**src/rtl/shift_seq_if.sv**
```systemverilog
// Command and shift-register control bundle between an issuer and shift_seq.
// The master side offers commands; the slave side drives the register mode pins.
interface shift_seq_if #(
    parameter int CW = 3
);
    logic          cmd_valid;
    logic          cmd_ready;
    logic [2:0]    cmd_op;
    logic [CW-1:0] cmd_cnt;
    logic [3:0]    cmd_data;
    logic          cmd_fill;
    logic          abort;
    logic [2:0]    set;
    logic [3:0]    pl;
    logic          sl;
    logic          sr;
    logic          clear;
    logic          busy;
    logic          done;
    logic          err;

    modport master (
        output cmd_valid, cmd_op, cmd_cnt, cmd_data, cmd_fill, abort,
        input  cmd_ready, set, pl, sl, sr, clear, busy, done, err
    );

    modport slave (
        input  cmd_valid, cmd_op, cmd_cnt, cmd_data, cmd_fill, abort,
        output cmd_ready, set, pl, sl, sr, clear, busy, done, err
    );
endinterface

```
**src/rtl/shift_seq.sv**
```systemverilog
// Sequencer that turns clear/load/N-step shift commands into cycle-by-cycle
// mode drives for a 4-bit universal shift register.
module shift_seq #(
    parameter int CW = 3
) (
    input  logic       clk,
    input  logic       rst_n,
    shift_seq_if.slave bus
);
    typedef enum logic [1:0] {S_IDLE, S_EXEC, S_DONE} state_t;

    localparam logic [2:0] OP_CLR = 3'b000;
    localparam logic [2:0] OP_SHL = 3'b001;
    localparam logic [2:0] OP_SHR = 3'b010;
    localparam logic [2:0] OP_ASR = 3'b011;
    localparam logic [2:0] OP_LD  = 3'b100;

    state_t        r_state;
    state_t        w_next;
    logic          r_ready;
    logic [2:0]    r_op;
    logic [CW-1:0] r_cnt;
    logic          r_fill;
    logic [3:0]    r_pl;
    logic          w_accept;
    logic          w_is_shift;
    logic          w_rsvd_in;
    logic          w_exec_last;

    assign w_accept    = bus.cmd_valid && r_ready;
    assign w_is_shift  = (bus.cmd_op == OP_SHL) || (bus.cmd_op == OP_SHR) || (bus.cmd_op == OP_ASR);
    assign w_rsvd_in   = bus.cmd_op[2] && (bus.cmd_op[1:0] != 2'b00);
    // Clear/load run one cycle; shifts stop on the last count or on abort.
    assign w_exec_last = bus.abort || (r_op == OP_CLR) || (r_op == OP_LD) || (r_cnt == CW'(1));

    always_ff @(posedge clk) begin
        if (!rst_n) begin
            r_state <= S_IDLE;
            r_ready <= 1'b0;
            r_pl    <= 4'b0000;
        end else begin
            r_state <= w_next;
            r_ready <= (w_next == S_IDLE);
            if (w_accept && (bus.cmd_op == OP_LD)) begin
                r_pl <= bus.cmd_data;
            end
        end
    end

    always_ff @(posedge clk) begin
        if (w_accept) begin
            r_op   <= bus.cmd_op;
            r_cnt  <= bus.cmd_cnt;
            r_fill <= bus.cmd_fill;
        end else if (r_state == S_EXEC) begin
            r_cnt  <= r_cnt - CW'(1);
        end
    end

    always_comb begin
        w_next = r_state;
        unique case (r_state)
            S_IDLE: begin
                if (w_accept) begin
                    if ((w_is_shift && (bus.cmd_cnt == '0)) || w_rsvd_in) begin
                        w_next = S_DONE;
                    end else begin
                        w_next = S_EXEC;
                    end
                end
            end
            S_EXEC:  if (w_exec_last) w_next = S_DONE;
            S_DONE:  w_next = S_IDLE;
            default: w_next = S_IDLE;
        endcase
    end

    always_comb begin
        bus.set   = 3'b000;
        bus.clear = 1'b0;
        bus.sl    = 1'b0;
        bus.sr    = 1'b0;
        bus.busy  = 1'b0;
        bus.done  = 1'b0;
        bus.err   = 1'b0;
        unique case (r_state)
            S_EXEC: begin
                bus.busy = 1'b1;
                if (r_op == OP_CLR) begin
                    bus.clear = 1'b1;
                end else begin
                    bus.set = r_op;
                end
                bus.sl = (r_op == OP_SHL) && r_fill;
                bus.sr = (r_op == OP_SHR) && r_fill;
            end
            S_DONE: begin
                bus.busy = 1'b1;
                bus.done = 1'b1;
                bus.err  = r_op[2] && (r_op[1:0] != 2'b00);
            end
            default: begin
            end
        endcase
    end

    assign bus.pl        = r_pl;
    assign bus.cmd_ready = r_ready;
endmodule

```
**src/flat_wrapper.sv**
```systemverilog
// flat-port wrapper written by rule: the top's interface ports become plain ports
module shift_seq_flat 
#(
    parameter int CW = 3
)
  (clk, rst_n, bus_cmd_valid, bus_cmd_op, bus_cmd_cnt, bus_cmd_data, bus_cmd_fill, bus_abort, bus_cmd_ready, bus_set, bus_pl, bus_sl, bus_sr, bus_clear, bus_busy, bus_done, bus_err);
  shift_seq_if #(.CW(CW)) bus_i ();
  input  logic clk;
  input  logic rst_n;
  input wire logic [$bits(bus_i.cmd_valid)-1:0] bus_cmd_valid;
  input wire logic [$bits(bus_i.cmd_op)-1:0] bus_cmd_op;
  input wire logic [$bits(bus_i.cmd_cnt)-1:0] bus_cmd_cnt;
  input wire logic [$bits(bus_i.cmd_data)-1:0] bus_cmd_data;
  input wire logic [$bits(bus_i.cmd_fill)-1:0] bus_cmd_fill;
  input wire logic [$bits(bus_i.abort)-1:0] bus_abort;
  output wire logic [$bits(bus_i.cmd_ready)-1:0] bus_cmd_ready;
  output wire logic [$bits(bus_i.set)-1:0] bus_set;
  output wire logic [$bits(bus_i.pl)-1:0] bus_pl;
  output wire logic [$bits(bus_i.sl)-1:0] bus_sl;
  output wire logic [$bits(bus_i.sr)-1:0] bus_sr;
  output wire logic [$bits(bus_i.clear)-1:0] bus_clear;
  output wire logic [$bits(bus_i.busy)-1:0] bus_busy;
  output wire logic [$bits(bus_i.done)-1:0] bus_done;
  output wire logic [$bits(bus_i.err)-1:0] bus_err;
  assign bus_i.cmd_valid = bus_cmd_valid;
  assign bus_i.cmd_op = bus_cmd_op;
  assign bus_i.cmd_cnt = bus_cmd_cnt;
  assign bus_i.cmd_data = bus_cmd_data;
  assign bus_i.cmd_fill = bus_cmd_fill;
  assign bus_i.abort = bus_abort;
  assign bus_cmd_ready = bus_i.cmd_ready;
  assign bus_set = bus_i.set;
  assign bus_pl = bus_i.pl;
  assign bus_sl = bus_i.sl;
  assign bus_sr = bus_i.sr;
  assign bus_clear = bus_i.clear;
  assign bus_busy = bus_i.busy;
  assign bus_done = bus_i.done;
  assign bus_err = bus_i.err;
  shift_seq #(.CW(CW)) u_core (.clk(clk), .rst_n(rst_n), .bus(bus_i));
endmodule
```
**config.mk**
```make
export PLATFORM = sky130hd
export DESIGN_NAME = shift_seq_flat
export DESIGN_NICKNAME = d
export VERILOG_FILES = /design/src/rtl/shift_seq_if.sv /design/src/rtl/shift_seq.sv /design/src/flat_wrapper.sv
export SDC_FILE = /design/constraint.sdc
export NUM_CORES = 1
export LEC_CHECK = 0
export CORE_AREA = 3 3 40 42
export CTS_CLUSTER_SIZE = 16
export DETAILED_ROUTE_END_ITERATION = 10
export DIE_AREA = 0 0 43 45
export DONT_BUFFER_PORTS = 1
export HOLD_SLACK_MARGIN = 0.05
export PLACE_DENSITY = 0.75
export SKIP_LAST_GASP = 1
export SLEW_MARGIN = 40
export SYNTH_ARGS = -nofsm -noshare
export SYNTH_HDL_FRONTEND = slang
export SYNTH_SLANG_ARGS = --single-unit
```
**constraint.sdc**
```tcl
create_clock -name clk -period 1.76 [get_ports clk]
set_input_delay 0.264 -clock clk [delete_from_list [all_inputs] [get_ports clk]]
set_output_delay 0.264 -clock clk [all_outputs]
set_load 0.01 [all_outputs]
```
==> impl_metrics.yaml, run 1 <==
finish:
  postLayoutCellArea_sq_um: 838
  num-nets-final: 101
  drive_above_1_share: 0.200
  syn2layout_area_growth_pct: 10.7
  diodes: 0
  layout_common_cells: "dfxtp_1, edfxtp_1"
floorplan:
  fp-row-count: 13
  die_x_um: 43
  die_h_um: 45
  die_area_sq_um: 1940
  core_area_sq_um: 1280
  initial_utilization: 0.589
  ioPinCount: 29
timing:
  period_share: 0.948
  skew_ns: 0.00700
  relSlewSlack: 0.733
  period_minus_slack_ns: 1.67
  finalMaxSlewViolations: 0
  worst_slew_pin_slew_ns: 0.399
  setup_viol: 0
  whs_ns: 0.0767
  hold_viol: 0
  fmax_ghz: 0.600
  rsz0062_at_grt: "true"
cts:
  clk_path_buf_depth: 2
  cts_tree: "yes"
  holdBufCountCts: 0
  cts_inserted_buffers: 3
  post_cts_buffers: 0
  cts.repair.resized: 1
  clock-root-buffer: "clkbuf_4"
  numClockSinks: 14
  cts.clk_slew.worst_paths_ns: 0.08
  insertion_delay_ns: 0.28
  htree_num_levels: 1
critical_path:
  crit_type: "reg2out"
  cp-end-kind: "output pin"
  required_ns: 1.50
  cp_cell_sequence: "ha_4 -> nand3b_1 -> nor3b_1"
  path_max_fanout: 7
  cp_top_family: "simple AND/OR/NAND/NOR gates"
  cpPeakStageDelay_ns: 0.44
  critical_path_buf_inv_count: 0
  critPathSlowestCell: "dfxtp_1"
  cp.arrival_ns: 1.40
  start_kind: "register"
place:
  gp_congestion: 0.741
  placed_area_sq_um: 783
  hpwl_mm: 1.11
  port_buffers: 0
drt:
  antenna_left: 0
  wl_mm: 1.48
  vias: 582
  routed_via_density: 6.13
  drt_pass1_iterations: 4
  avgRoutedWirePerCell_um: 15.6
  drt_iter0_markers: 14
  drc: 0
synth:
  synth_nets: 95
  synth_seq_cells: 14
  synthesis.area_sq_um: 757
  synthCells: 75
  synth.yosys.seq_area_share: 0.463
  ys_types: 27
  syn_avg_cell_area_sq_um: 10.1
  yosysWarnings: 0
global_routing:
  grt_pass1_wl_mm: 2.41
  track_usage: 0.166
  grt_max_degree: 12
  grt_overflow: 0
  grt_pass1_vias: 561
  antenna_found_initial: 0
status:
  status: "finished, final reports clean"
hold_path:
  hp-class: "in2reg"
pwr:
  p_leak_nw: 0.302
  p_per_area_nw_per_um2: 933
  max-vdd-ir-drop_mv: 0.665
job:
  cap_violations: 0
-- sequential cells by signal, indices dropped and copies added (netlist names) --
signal / flops
u_core.r_op: 3
u_core.bus.cmd_ready: 1
u_core.r_cnt: 3
u_core.bus.pl: 4
u_core.r_state: 2
u_core.r_fill: 1
-- report_power, final --
group	internal [mW]	total, mW	leakage, nW	switching (mW)
clock network	0.126	0.229	0.0210	0.103
registers	0.381	0.407	0.122	0.0264
logic	0.0620	0.146	0.159	0.0837
-- metrics by stage --
stage | total power [mW] | utilization | TNS, ns | std cells | worst slack, ns
2_1_floorplan | 0.525 | - | 0 | 75 | 0.366
3_3_place_gp | 0.554 | 0.610 | 0 | 91 | 0.333
3_5_place_dp | 0.554 | 0.610 | 0 | 91 | 0.295
4_1_cts | 0.783 | 0.640 | 0 | 95 | 0.0317
5_1_grt | 0.829 | 0.652 | -0.0378 | 95 | -0.0184
6_report | 0.782 | 0.652 | 0 | 95 | 0.0924
-- logic make-up (layout without fill, tap and decap cells) --
family	after synthesis	in the layout	share of synthesized area
flops	14	14	0.463
compound gates	21	21	0.200
buf+inv	8	13	0.0397
fa+ha+maj	5	5	0.0826
simple gates	26	26	0.203
xor+xnor	1	1	0.0116
-- path summary, 6_finish.rpt --
kind | from | end | slack [ns] | depth (start not counted)
worst min register to register | u_core.bus.pl[2]$_SDFFE_PN0P_ | u_core.bus.pl[2]$_SDFFE_PN0P_ | 0.53 | 2
worst min-delay path | bus_cmd_fill | u_core.r_fill$_DFFE_PP_ | 0.08 | 0
worst max register to register | u_core.r_cnt[0]$_DFFE_PP_ | u_core.r_state[1]$_SDFF_PN0_ | 0.31 | 4
worst max-delay path | u_core.r_state[0]$_SDFF_PN0_ | bus_sl | 0.09 | 3
-- layout make-up --
cell class,count,area [sq um]
fill,106,447
inverter,8,30.0
clock buffer,4,36.3
multi-input combinational,53,395
tap,15,18.8
timing repair buffer,1,7.51
sequential,14,350
-- cell usage after synthesis, drive strengths merged --
| cell | instances | area [sq um] |
|---|---|---|
| a21bo | 1 | 10.0 |
| a21o | 1 | 8.76 |
| a21oi | 6 | 30.0 |
| a22o | 1 | 8.76 |
| and2 | 3 | 22.5 |
| and4 | 2 | 17.5 |
| dfxtp | 7 | 140 |
| edfxtp | 7 | 210 |
| ha | 5 | 62.6 |
| inv | 8 | 30.0 |
| nand2 | 4 | 15.0 |
| nand3b | 1 | 7.51 |
| nand4 | 4 | 25.0 |
| nand4bb | 1 | 11.3 |
| nor2 | 6 | 22.5 |
| nor2b | 1 | 6.26 |
| nor3 | 1 | 5.00 |
| nor3b | 2 | 15.0 |
| nor4 | 1 | 6.26 |
| o211ai | 1 | 7.51 |
| o21ai | 6 | 30.0 |
| o221ai | 1 | 8.76 |
| o22ai | 1 | 6.26 |
| o311ai | 1 | 8.76 |
| o41ai | 2 | 32.5 |
| xnor2 | 1 | 8.76 |
-- per-layer routing --
layer,global-route usage,share of wire,vias up
li1,-,-,293
met1,0.217,0.42,252
met2,0.243,0.44,34
met3,0.0398,0.12,3
met4,0.114,0.021,0
met5,0,0,-
Power figures use the tool's default switching activity.
==> inputs of run 2 (changes only) <==
- CORE_AREA: 3 3 40 42 -> 2 2 39 41
- DIE_AREA: 0 0 43 45 -> 0 0 41 43
==> impl_metrics.yaml, run 2 (same netlist as run 1, synthesis figures left out) <==
drt:
  avgRoutedWirePerCell_um: 15.7
  wl_mm: 1.51
  antenna_left: 0
  vias: 583
  drc: 0
  routed_via_density: 6.07
  drt_pass1_iterations: 4
  drt_iter0_markers: 2
critical_path:
  cp-end-kind: "output pin"
  path_max_fanout: 7
  required_ns: 1.50
  cp.arrival_ns: 1.38
  start_kind: "register"
  critPathSlowestCell: "dfxtp_1"
  regToRegSetupSlack_ns: 0.36
  crit_type: "reg2out"
  cpPeakStageDelay_ns: 0.32
  cp_cell_sequence: "inv_1 -> ha_4 -> inv_2 -> nor4_1 -> buf_4"
timing:
  fmax_ghz: 0.608
  skew_ns: 0.00268
  period_minus_slack_ns: 1.64
  finalMaxSlewViolations: 0
  hold_viol: 0
  tns_ns: 0
  rsz0062_at_grt: "false"
  setup_viol: 0
  relSlewSlack: 0.776
  fin_ws_ns: 0.116
  worst_slew_pin_slew_ns: 0.331
  period_share: 0.934
global_routing:
  grt_pass1_wl_mm: 2.21
  track_usage: 0.189
  grt_overflow: 0
  grt_pass1_vias: 534
  grt_max_degree: 12
  antenna_found_initial: 0
finish:
  postLayoutCellArea_sq_um: 845
  syn2layout_area_growth_pct: 11.6
  n_fill_cell: 113
  mostFrequentLayoutCell: "edfxtp_1"
  largest_reg_flops: 4
  diodes: 0
  drive_above_1_share: 0.225
  num-nets-final: 101
job:
  cap_violations: 0
floorplan:
  initial_utilization: 0.547
  ioPinCount: 29
  core_area_sq_um: 1380
  die_area_sq_um: 1760
  die_h_um: 43
  fp-row-count: 14
  die_x_um: 41
pwr:
  p_leak_nw: 0.305
  power_mw: 0.781
  p_per_area_nw_per_um2: 925
  max-vdd-ir-drop_mv: 0.691
cts:
  clk_path_buf_depth: 2
  cts_tree: "yes"
  clock-root-buffer: "clkbuf_4"
  insertion_delay_ns: 0.28
  htree_num_levels: 1
  post_cts_buffers: 0
  cts.clk_slew.worst_paths_ns: 0.08
  numClockSinks: 14
  cts_inserted_buffers: 3
place:
  gp_congestion: 0.836
  placed_area_sq_um: 785
  hpwl_mm: 1.16
  pre_cts_ws_ns: 0.314
  port_buffers: 0
status:
  status: "finished, final reports clean"
hold_path:
  hp-class: "in2reg"
[run 2: changes by cell type in the layout (fill, tap and decap cells not counted)]
cell     change
nor3b_1      -2
nor4_2       -1
nor4_1       +1
nor3b_2      +2
dfxtp_1      -1
dfxtp_2      +1
[run 2: timing repair]
action / CTS / global route
hold buffers: 0 / 0
gates resized for setup: 0 / 5
setup endpoints to repair: 0 / 3
[run 2: routing by layer]
metal	GRT usage	up-vias	share of wire
met5	0	-	0
met1	0.247	265	0.43
met3	0.0524	4	0.096
li1	-	289	-
met4	0.107	0	0.0093
met2	0.269	25	0.46
[run 2: report_power, final]
part | internal (mW) | switching [mW]
clock | 0.126 | 0.101
sequential | 0.382 | 0.0276
combinational | 0.0620 | 0.0831
total | 0.569 | 0.212
[run 2: worst paths after layout]
path | startpoint | to | depth (start not counted)
worst min-delay path | bus_cmd_fill | u_core.r_fill$_DFFE_PP_ | 0
worst max register to register | u_core.r_cnt[0]$_DFFE_PP_ | u_core.r_state[1]$_SDFF_PN0_ | 4
worst max-delay path | u_core.r_state[1]$_SDFF_PN0_ | bus_clear | 5
worst min register to register | u_core.bus.pl[1]$_SDFFE_PN0P_ | u_core.bus.pl[1]$_SDFFE_PN0P_ | 2
[run 2: layout make-up]
cell class | count | area [sq um] | area share
Tap cell | 16 | 20.0 | 0.0237
Clock buffer | 4 | 36.3 | 0.0430
Sequential cell | 14 | 352 | 0.416
Inverter | 8 | 30.0 | 0.0356
Multi-Input combinational cell | 53 | 399 | 0.473
Timing Repair Buffer | 1 | 7.51 | 0.00889
[run 2: per-stage QoR]
step	utilization	hold WS (ns)	cells
3_3_place_gp	0.567	0.363	92
2_1_floorplan	-	0.363	75
4_1_cts	0.593	0.0760	96
6_report	0.610	0.0730	96
3_5_place_dp	0.567	0.363	92
5_1_grt	0.610	0.0595	96
[run 2: worst max-delay path, delay by kind of cell, from the launching register on]
kind                       cells  cell delay [ns]
DFF                            1             0.32
adders and majority gates      1             0.18
and+or+nand+nor                1             0.25
buffers and inverters          3             0.34
==> inputs of run 3 (changes only) <==
- CAP_MARGIN: not set -> 25
==> results of run 3 <==
No change in the layout: final DEF, timing and power equal those of run 2.
